File: src/rtl/lcd_digit_updater.sv
// lcd_digit_updater: turns digit-changed masks from the time-keeping block into
// per-digit glyph-draw commands over a valid/ready handshake, left to right (H2 first).
// Requests arriving while busy are coalesced into a pending mask, so each digit is
// drawn with its latest value.
// Optional feature: define DIGIT_CURSOR_EN to highlight the digit being edited.
module lcd_digit_updater #(
   parameter int unsigned DIGIT_X0    = 8,
   parameter int unsigned DIGIT_PITCH = 16
) (
   input  logic        i_clk,
   input  logic        i_rst_n,
   input  logic        i_time_wr_en,
   input  logic [5:0]  i_time_sel,
   input  logic [19:0] i_time_read_time,
   input  logic        i_refresh,
   input  logic        i_edit_active,
   output logic        o_cmd_valid,
   input  logic        i_cmd_ready,
   output logic [2:0]  o_cmd_idx,
   output logic [7:0]  o_cmd_x,
   output logic [3:0]  o_cmd_digit,
   output logic        o_cmd_cursor,
   output logic        o_busy
);

   typedef enum logic [0:0] {StIdle, StSend} state_e;

   state_e      state_q, state_d;
   logic [5:0]  act_mask_q, act_mask_d;
   logic [19:0] snap_time_q, snap_time_d;
   logic [5:0]  pend_mask_q, pend_mask_d;
   logic [19:0] pend_time_q, pend_time_d;

   logic [5:0]  req_mask;
   logic [19:0] req_time;
   logic [5:0]  remain;
   logic [5:0]  merged;
   logic        hs;
   logic        load;
   logic [5:0]  load_mask;
   logic [19:0] load_time;
   logic [2:0]  nxt_idx;

`ifdef DIGIT_CURSOR_EN
   logic [5:0]  cursor_q, cursor_d;
`else
   logic        unused_edit;
   assign unused_edit  = i_edit_active;
   assign o_cmd_cursor = 1'b0;
`endif

   // Highest set bit wins: H2 is drawn first.
   function automatic logic [2:0] top_idx(input logic [5:0] m);
      top_idx = 3'd0;
      for (int i = 0; i < 6; i++) begin
         if (m[i]) top_idx = 3'(i);
      end
   endfunction

   function automatic logic [3:0] digit_of(input logic [19:0] t, input logic [2:0] idx);
      case (idx)
         3'd0:    digit_of = t[3:0];
         3'd1:    digit_of = {1'b0, t[6:4]};
         3'd2:    digit_of = t[10:7];
         3'd3:    digit_of = {1'b0, t[13:11]};
         3'd4:    digit_of = t[17:14];
         3'd5:    digit_of = {2'b00, t[19:18]};
         default: digit_of = 4'd0;
      endcase
   endfunction

   function automatic logic [7:0] x_of(input logic [2:0] idx);
      x_of = 8'(DIGIT_X0 + DIGIT_PITCH * (32'd5 - 32'(idx)));
   endfunction

   // Next-state: load on idle request, drain active mask, coalesce into pending.
   always_comb begin
      req_mask    = (i_time_wr_en ? i_time_sel : 6'h00) | (i_refresh ? 6'h3F : 6'h00);
      // A refresh without new time reuses the newest time already captured.
      if (i_time_wr_en)           req_time = i_time_read_time;
      else if (pend_mask_q != '0) req_time = pend_time_q;
      else                        req_time = snap_time_q;

      hs          = o_cmd_valid && i_cmd_ready;
      state_d     = state_q;
      act_mask_d  = act_mask_q;
      snap_time_d = snap_time_q;
      pend_mask_d = pend_mask_q;
      pend_time_d = pend_time_q;
      remain      = act_mask_q;
      merged      = pend_mask_q | req_mask;
      load        = 1'b0;
      load_mask   = '0;
      load_time   = snap_time_q;
`ifdef DIGIT_CURSOR_EN
      cursor_d    = cursor_q;
`endif

      case (state_q)
         StIdle: begin
            if (req_mask != '0) begin
               load      = 1'b1;
               load_mask = req_mask;
               load_time = req_time;
            end
         end
         StSend: begin
            if (hs) remain = act_mask_q & ~(6'b000001 << o_cmd_idx);
            if (remain != '0) begin
               act_mask_d = remain;
               if (req_mask != '0) begin
                  pend_mask_d = pend_mask_q | req_mask;
                  pend_time_d = req_time;
               end
            end else if (merged != '0) begin
               load        = 1'b1;
               load_mask   = merged;
               load_time   = (req_mask != '0) ? req_time : pend_time_q;
               pend_mask_d = '0;
            end else begin
               act_mask_d = '0;
               state_d    = StIdle;
            end
         end
         default: state_d = StIdle;
      endcase

      if (load) begin
         state_d     = StSend;
         snap_time_d = load_time;
`ifdef DIGIT_CURSOR_EN
         // Old cursor digit is redrawn so its highlight is removed.
         act_mask_d  = load_mask | cursor_q;
         cursor_d    = i_edit_active ? (6'b000001 << top_idx(load_mask)) : 6'h00;
`else
         act_mask_d  = load_mask;
`endif
      end
   end

   assign nxt_idx = top_idx(act_mask_d);

   // State and registered command outputs, computed from next state.
   always_ff @(posedge i_clk or negedge i_rst_n) begin
      if (!i_rst_n) begin
         state_q      <= StIdle;
         act_mask_q   <= '0;
         snap_time_q  <= '0;
         pend_mask_q  <= '0;
         pend_time_q  <= '0;
         o_cmd_valid  <= 1'b0;
         o_busy       <= 1'b0;
         o_cmd_idx    <= '0;
         o_cmd_x      <= '0;
         o_cmd_digit  <= '0;
`ifdef DIGIT_CURSOR_EN
         cursor_q     <= '0;
         o_cmd_cursor <= 1'b0;
`endif
      end else begin
         state_q     <= state_d;
         act_mask_q  <= act_mask_d;
         snap_time_q <= snap_time_d;
         pend_mask_q <= pend_mask_d;
         pend_time_q <= pend_time_d;
         o_cmd_valid <= (state_d == StSend);
         o_busy      <= (state_d != StIdle);
`ifdef DIGIT_CURSOR_EN
         cursor_q    <= cursor_d;
`endif
         if (state_d == StSend) begin
            o_cmd_idx    <= nxt_idx;
            o_cmd_x      <= x_of(nxt_idx);
            o_cmd_digit  <= digit_of(snap_time_d, nxt_idx);
`ifdef DIGIT_CURSOR_EN
            o_cmd_cursor <= |(cursor_d & (6'b000001 << nxt_idx));
`endif
         end
      end
   end

endmodule
File: config.mk
export PLATFORM = sky130hd
export DESIGN_NAME = lcd_digit_updater
export DESIGN_NICKNAME = d
export VERILOG_FILES = /design/src/rtl/lcd_digit_updater.sv
export SDC_FILE = /design/constraint.sdc
export NUM_CORES = 1
export LEC_CHECK = 0
export CORE_ASPECT_RATIO = 1.25
export CORE_UTILIZATION = 35
export DETAILED_ROUTE_END_ITERATION = 7
export SYNTH_ARGS = -nofsm -noshare
export SYNTH_HDL_FRONTEND = slang
export SYNTH_SLANG_ARGS = --single-unit
File: constraint.sdc
create_clock -name i_clk -period 8.2 [get_ports i_clk]
set_input_delay 0.82 -clock i_clk [delete_from_list [all_inputs] [get_ports i_clk]]
set_output_delay 0.82 -clock i_clk [all_outputs]
set_load 0.05 [all_outputs]
# Yosys cells after proc, flatten, opt, wreduce, memory -nomap -nowiden
# Index checks and enable logic that the tools add are counted.
[totals]
regBits = 68
in_bits = 32
out_inout_bits = 18
elab_cells = 71
[classes]
add_sub_neg = 2
n_eq_ne = 7
shifts = 1
muxes = 36
n_bitwise = 5
n_reduce_logical = 11
[ops]
columns = ["operator", "n"]
rows = [
  ["$mux W20", 7],
  ["$mux W6", 14],
  ["$pmux W20 S2", 1],
  ["$pmux W4 S6", 1],
  ["$reduce_bool A6 Y1", 4],
  ["$mux W3", 4],
  ["$or A6 B6 Y6", 2],
  ["$pmux W6 S2", 1],
  ["$add A5 B8 Y8 const A", 1],
  ["$mux W1", 7],
  ["$and A6 B6 Y6", 1],
  ["$eq A3 B2 Y1 const B", 2],
  ["$eq A3 B3 Y1 const B", 2],
  ["$not A6 Y6", 1],
  ["$shl A1 B3 Y6 const A", 1],
  ["$reduce_and A2 Y1", 2],
  ["$reduce_bool A2 Y1", 2],
  ["$sub A3 B3 Y4 const A", 1],
  ["$eq A3 B1 Y1 const B", 1],
  ["$logic_not A3 Y1", 1],
  ["$ne A3 B3 Y1 const B", 1],
  ["$reduce_and A3 Y1", 1],
  ["$ne A2 B1 Y1 const B", 1],
  ["$pmux W1 S2", 1],
  ["other kinds (2)", 2],
]

# Longest topological paths before layout
[logic_depth]
ltp_word = 16
mapped_depth = 11
ltp_nobuf = 10

# Worst setup path before layout
# Ideal clock, no wire load.
[synth_path]
path_kind = "in2reg"
startpoint = "in i_cmd_ready"
endpoint = "reg o_cmd_digit[3]"
setup_time_ns = 0.143
t_arrival_ns = 2.845
t_required_ns = 8.057
path_slack_ns = 5.212
cell_stages = 9
n_path_buf = 0
cell_sequence = "nand2_1 > o31ai_1 > nand4_2 > nor2_1 > nor3_1 > or4_4 > and2_1 > a32oi_1 > o31ai_1"
[synth_via]
elab_chain_len = 14
[synth_rtl]
columns = ["item", "line_no", "rtl"]
rows = [
  ["start: declaration", "18", "input logic i_cmd_ready,"],
  ["$logic_and A1 B1 Y1 *", "84", "hs = o_cmd_valid && i_cmd_ready;"],
  ["$mux W6 *", "108", "if (hs) remain = act_mask_q & ~(6'b000001 << o_cmd_idx);"],
  ["$mux W6 *", "99", "case (state_q)"],
  ["$reduce_bool A6 Y1", "109", "if (remain != '0) begin"],
  ["$mux W6 / $mux W1 (equally long branches)", "109", ""],
  ["$pmux W6 S2 (tied with other cells)", "99", ""],
  ["$mux W6", "128", "if (load) begin"],
  ["$mux W1", "56", "if (m[i]) top_idx = 3'(i);"],
  ["$mux W3 (4 in series)", "56", ""],
  ["$eq A3 B3 Y1 (tied with other cells)", "61", "case (idx)"],
  ["$pmux W4 S6", "61", ""],
  ["end signal: assignment", "174", "o_cmd_digit <= digit_of(snap_time_d, nxt_idx);"],
  ["end: declaration", "21", "output logic [3:0] o_cmd_digit,"],
]
# Every way passes the cells marked *; elsewhere a longest branch is shown, timed or not. The select of a mux whose other input is x is not followed.
# A chain may end at the register's enable or synchronous reset.

# Worst setup path in the final report
[layout_path]
startpoint = "in i_time_wr_en"
endpoint = "reg o_cmd_digit[0]"
[layout_via]
elab_chain_len = 15
[layout_rtl]
columns = ["item", "line_no", "rtl"]
rows = [
  ["start: declaration", "12", "input logic i_time_wr_en,"],
  ["$mux W6", "78", "req_mask = (i_time_wr_en ? i_time_sel : 6'h00) | (i_refresh ? 6'h3F : 6'h00);"],
  ["$or A6 B6 Y6", "78", ""],
  ["$or A6 B6 Y6", "91", "merged = pend_mask_q | req_mask;"],
  ["$reduce_bool A6 Y1", "115", "end else if (merged != '0) begin"],
  ["$mux W6 / $mux W1 (equally long branches)", "115", ""],
  ["$mux W6 / $mux W1 (equally long branches)", "109", ""],
  ["$pmux W6 S2 (tied with other cells)", "99", ""],
  ["$mux W6", "128", ""],
  ["$mux W1", "56", ""],
  ["$mux W3 (4 in series)", "56", ""],
  ["$eq A3 B3 Y1 (tied with other cells)", "61", ""],
  ["$pmux W4 S6", "61", ""],
]
# Several ways; a longest one is shown, not always the timed one. The select of a mux whose other input is x is not followed.

==> flow_metrics.tcl <==
set metrics [dict create \
    final_common_cell "dfrtp_1" \
    areaGrowthSynthToFinish_pct 22.6 \
    post-route-cell-area_um2 4320 \
    grt_pass1_wl_mm 16.0 \
    crit_chain "clkdlybuf4s50_1 > buf_4 > clkinv_1 > a21o_1 > a211oi_2 > mux2i_1 > or4_4 > and2_1 > a22oi_1 > o221ai_1" \
    syn_area_per_cell_um2 8.87 \
    min_path_cells 1 \
    synth_warnings 0 \
    core_area_um2 9710 \
    utilization_pct 44.5 \
    fill_cells 939 \
    cts_sinks 64 \
    ys_seq_elements 64 \
    crit-reg2reg-launch "state_q" \
    pre_cts_slack_ns 3.55 \
    gp_congestion 0.798 \
    via_count 3142 \
    rsz0062_at_grt "false" \
    antennaDiodeCount 0 \
    postCtsHoldBufs 0 \
    track_usage_pct 19.9 \
    r2r_end "o_cmd_digit[3]" \
    first_pass_iters 4 \
    via_per_inst 5.56 \
    synthDistinctLibCells 53 \
    dp_hpwl_mm 6.41 \
    avgRoutedWirePerCell_um 17.2 \
    die_h_um 114 \
    start_util_pct 36.3 \
    num_rows 40 \
    port_buffers 44 \
    netlist_instances 398 \
    yosysSeqAreaShare_pct 45.4 \
    cts_tree "done" \
    totalWireLength_mm 9.72 \
    min_from "o_cmd_x[3]" \
    max_freq_mhz 230 \
    powerDensity_nw_per_um2 347 \
    syn_area_um2 3530 \
    drive_above_1_share_pct 8.43 \
    drv_slew 0 \
    drt_iter0_markers 207 \
    drc 0 \
    fin_crit_ns 4.34 \
    r2r_cells 11 \
    antenna_found_initial 0 \
    clk_path_buf_depth 2 \
    cts_resized 0 \
    setup_viol_count_final 0 \
    post_dp_cell_area_um2 4060 \
    maxSlewHeadroom_pct 31.5 \
    post-route-period-util_pct 53.0 \
    synth_area_leader_cell "dfrtp_1" \
    synth-edff-count 0 \
    synth_area_leaders "dfrtp_1 45%, a21oi_1 5.5%, nand2_1 5.4%" \
    worstMarginPinSlew_ns 1.03 \
    numCtsBuffers 9 \
    grt_pass1_vias 3137 \
    cp.arrival_ns 4.50 \
    final_cell_mix "64 x dfrtp_1, 51 x nand2_1, 43 x clkdlybuf4s50_1" \
    p_leak_nw 1.87 \
    worstPathRequired_ns 8.36 \
    met2_usage_pct 32.4 \
    status "finished, final reports clean" \
    clock_skew_ns 0.00655 \
    grt_util_met3_pct 4.25 \
    worst_setup_path_start_kind "primary input" \
    hold_viol_final 0 \
    nets 469 \
    cts.clk_slew.worst_paths_ns 0.05 \
    worst_slack_ns 3.86 \
    fin_tns_setup_ns 0 \
    clkLatencyLatePin_ns 0.33 \
    hold_class "reg -> reg" \
    drv_cap 0 \
    synthArstFlopShare_pct 100 \
    overflow 0 \
    grt.busiest_layer "met2" \
    cp_max_fo 31 \
    root_buffer "clkbuf_16" \
    r2r_setup_slack_ns 4.31 \
    synth_top_area_share_pct 45.4 \
    fp.dieW_um 91.8 \
    detail-route-antenna-nets 0 \
    postCtsSetupBuffers 0 \
    endpoint_kind "flip-flop" \
    min_to "o_cmd_x[3]" \
    ir_worst_vdd_mv 0.118 \
    io_pins 50 \
    gr-usage-met1_pct 25.3 \
    die_area_um2 10500 \
    grt_max_degree 65 \
    htreeDepth 3 \
    startpoint "i_time_wr_en" \
    synth_flop_cell "dfrtp_1" \
    setup.worst_path.class "in -> reg" \
    slowest_delay_ns 0.76 \
    cp_slowest_cell "a211oi_2" \
]
power breakdown:
part	leakage (nW)	total (mW)	internal (mW)	switching, mW
Clock	0.130	0.340	0.215	0.125
Combinational	1.01	0.626	0.243	0.383
Sequential	0.733	0.536	0.445	0.0907
worst max-delay path, delay by kind of cell:
kind	cells	cell delay [ns]
multiplexers	1	0.16
AND/OR/NAND/NOR	2	0.66
buffers and inverters	3	1.34
AO/OA/AOI/OAI	4	1.49
synth_stat cells, types with 8 or more instances:
cell type and count:
o21ai_0 33, nand3_1 8, a21oi_1 39, clkbuf_1 16, inv_1 8, a31oi_1 13
dfrtp_1 64, nor2_1 40, a21o_1 10, nand2_1 51, mux2i_1 17, o22ai_1 10
mux2_2 10
metrics by stage:
stage          total power, mW  hold WS (ns)  instances
4_1_cts                   1.51         0.469        565
5_1_grt                   1.60         0.504        565
2_1_floorplan            0.963         0.460        401
6_report                  1.50         0.462        565
3_5_place_dp              1.16         0.454        552
3_3_place_gp              1.15         0.453        552
layer usage:
layer	vias to the layer above	part of all wire, %
li1	1518	-
met4	0	1.5
met5	-	0
met2	82	49
met1	1531	46
met3	11	3.9
worst max path at each step:
stage / to / slack, ns / depth (start not counted)
CTS: o_cmd_digit[0] / 3.90 / 10
global route: o_cmd_digit[3] / 3.52 / 11
detailed placement: o_cmd_digit[0] / 3.55 / 10
global placement: o_cmd_digit[0] / 3.60 / 10
floorplan: o_cmd_digit[3] / 5.21 / 9
finish: o_cmd_digit[0] / 3.86 / 10
cell type report:
cell class / instances / area, µm² / share of cell area (%)
multi-input cells: 301 / 1780 / 41.1
flip-flops and latches: 64 / 1600 / 37.0
repair buffers: 51 / 488 / 11.3
clock buffers: 12 / 256 / 5.93
well taps: 126 / 158 / 3.65
inverters: 10 / 37.5 / 0.868
clock inverters: 1 / 5.00 / 0.116
logic make-up after synthesis:
| family | share of synthesized area (%) |
|---|---|
| compound gates | 26.2 |
| mux | 8.01 |
| other cells | 0.106 |
| simple gates | 15.7 |
| buf+inv | 4.54 |
| flops | 45.4 |
flip-flops by register name, summed over array words and instances, names as in the netlist:
| register | count |
|---|---|
| o_cmd_idx | 3 |
| o_cmd_x | 4 |
| snap_time_q | 20 |
| act_mask_q | 6 |
| pend_mask_q | 6 |
| o_cmd_digit | 4 |
| state_q | 1 |
| pend_time_q | 20 |
No activity file was read; power rests on OpenSTA's default activity.
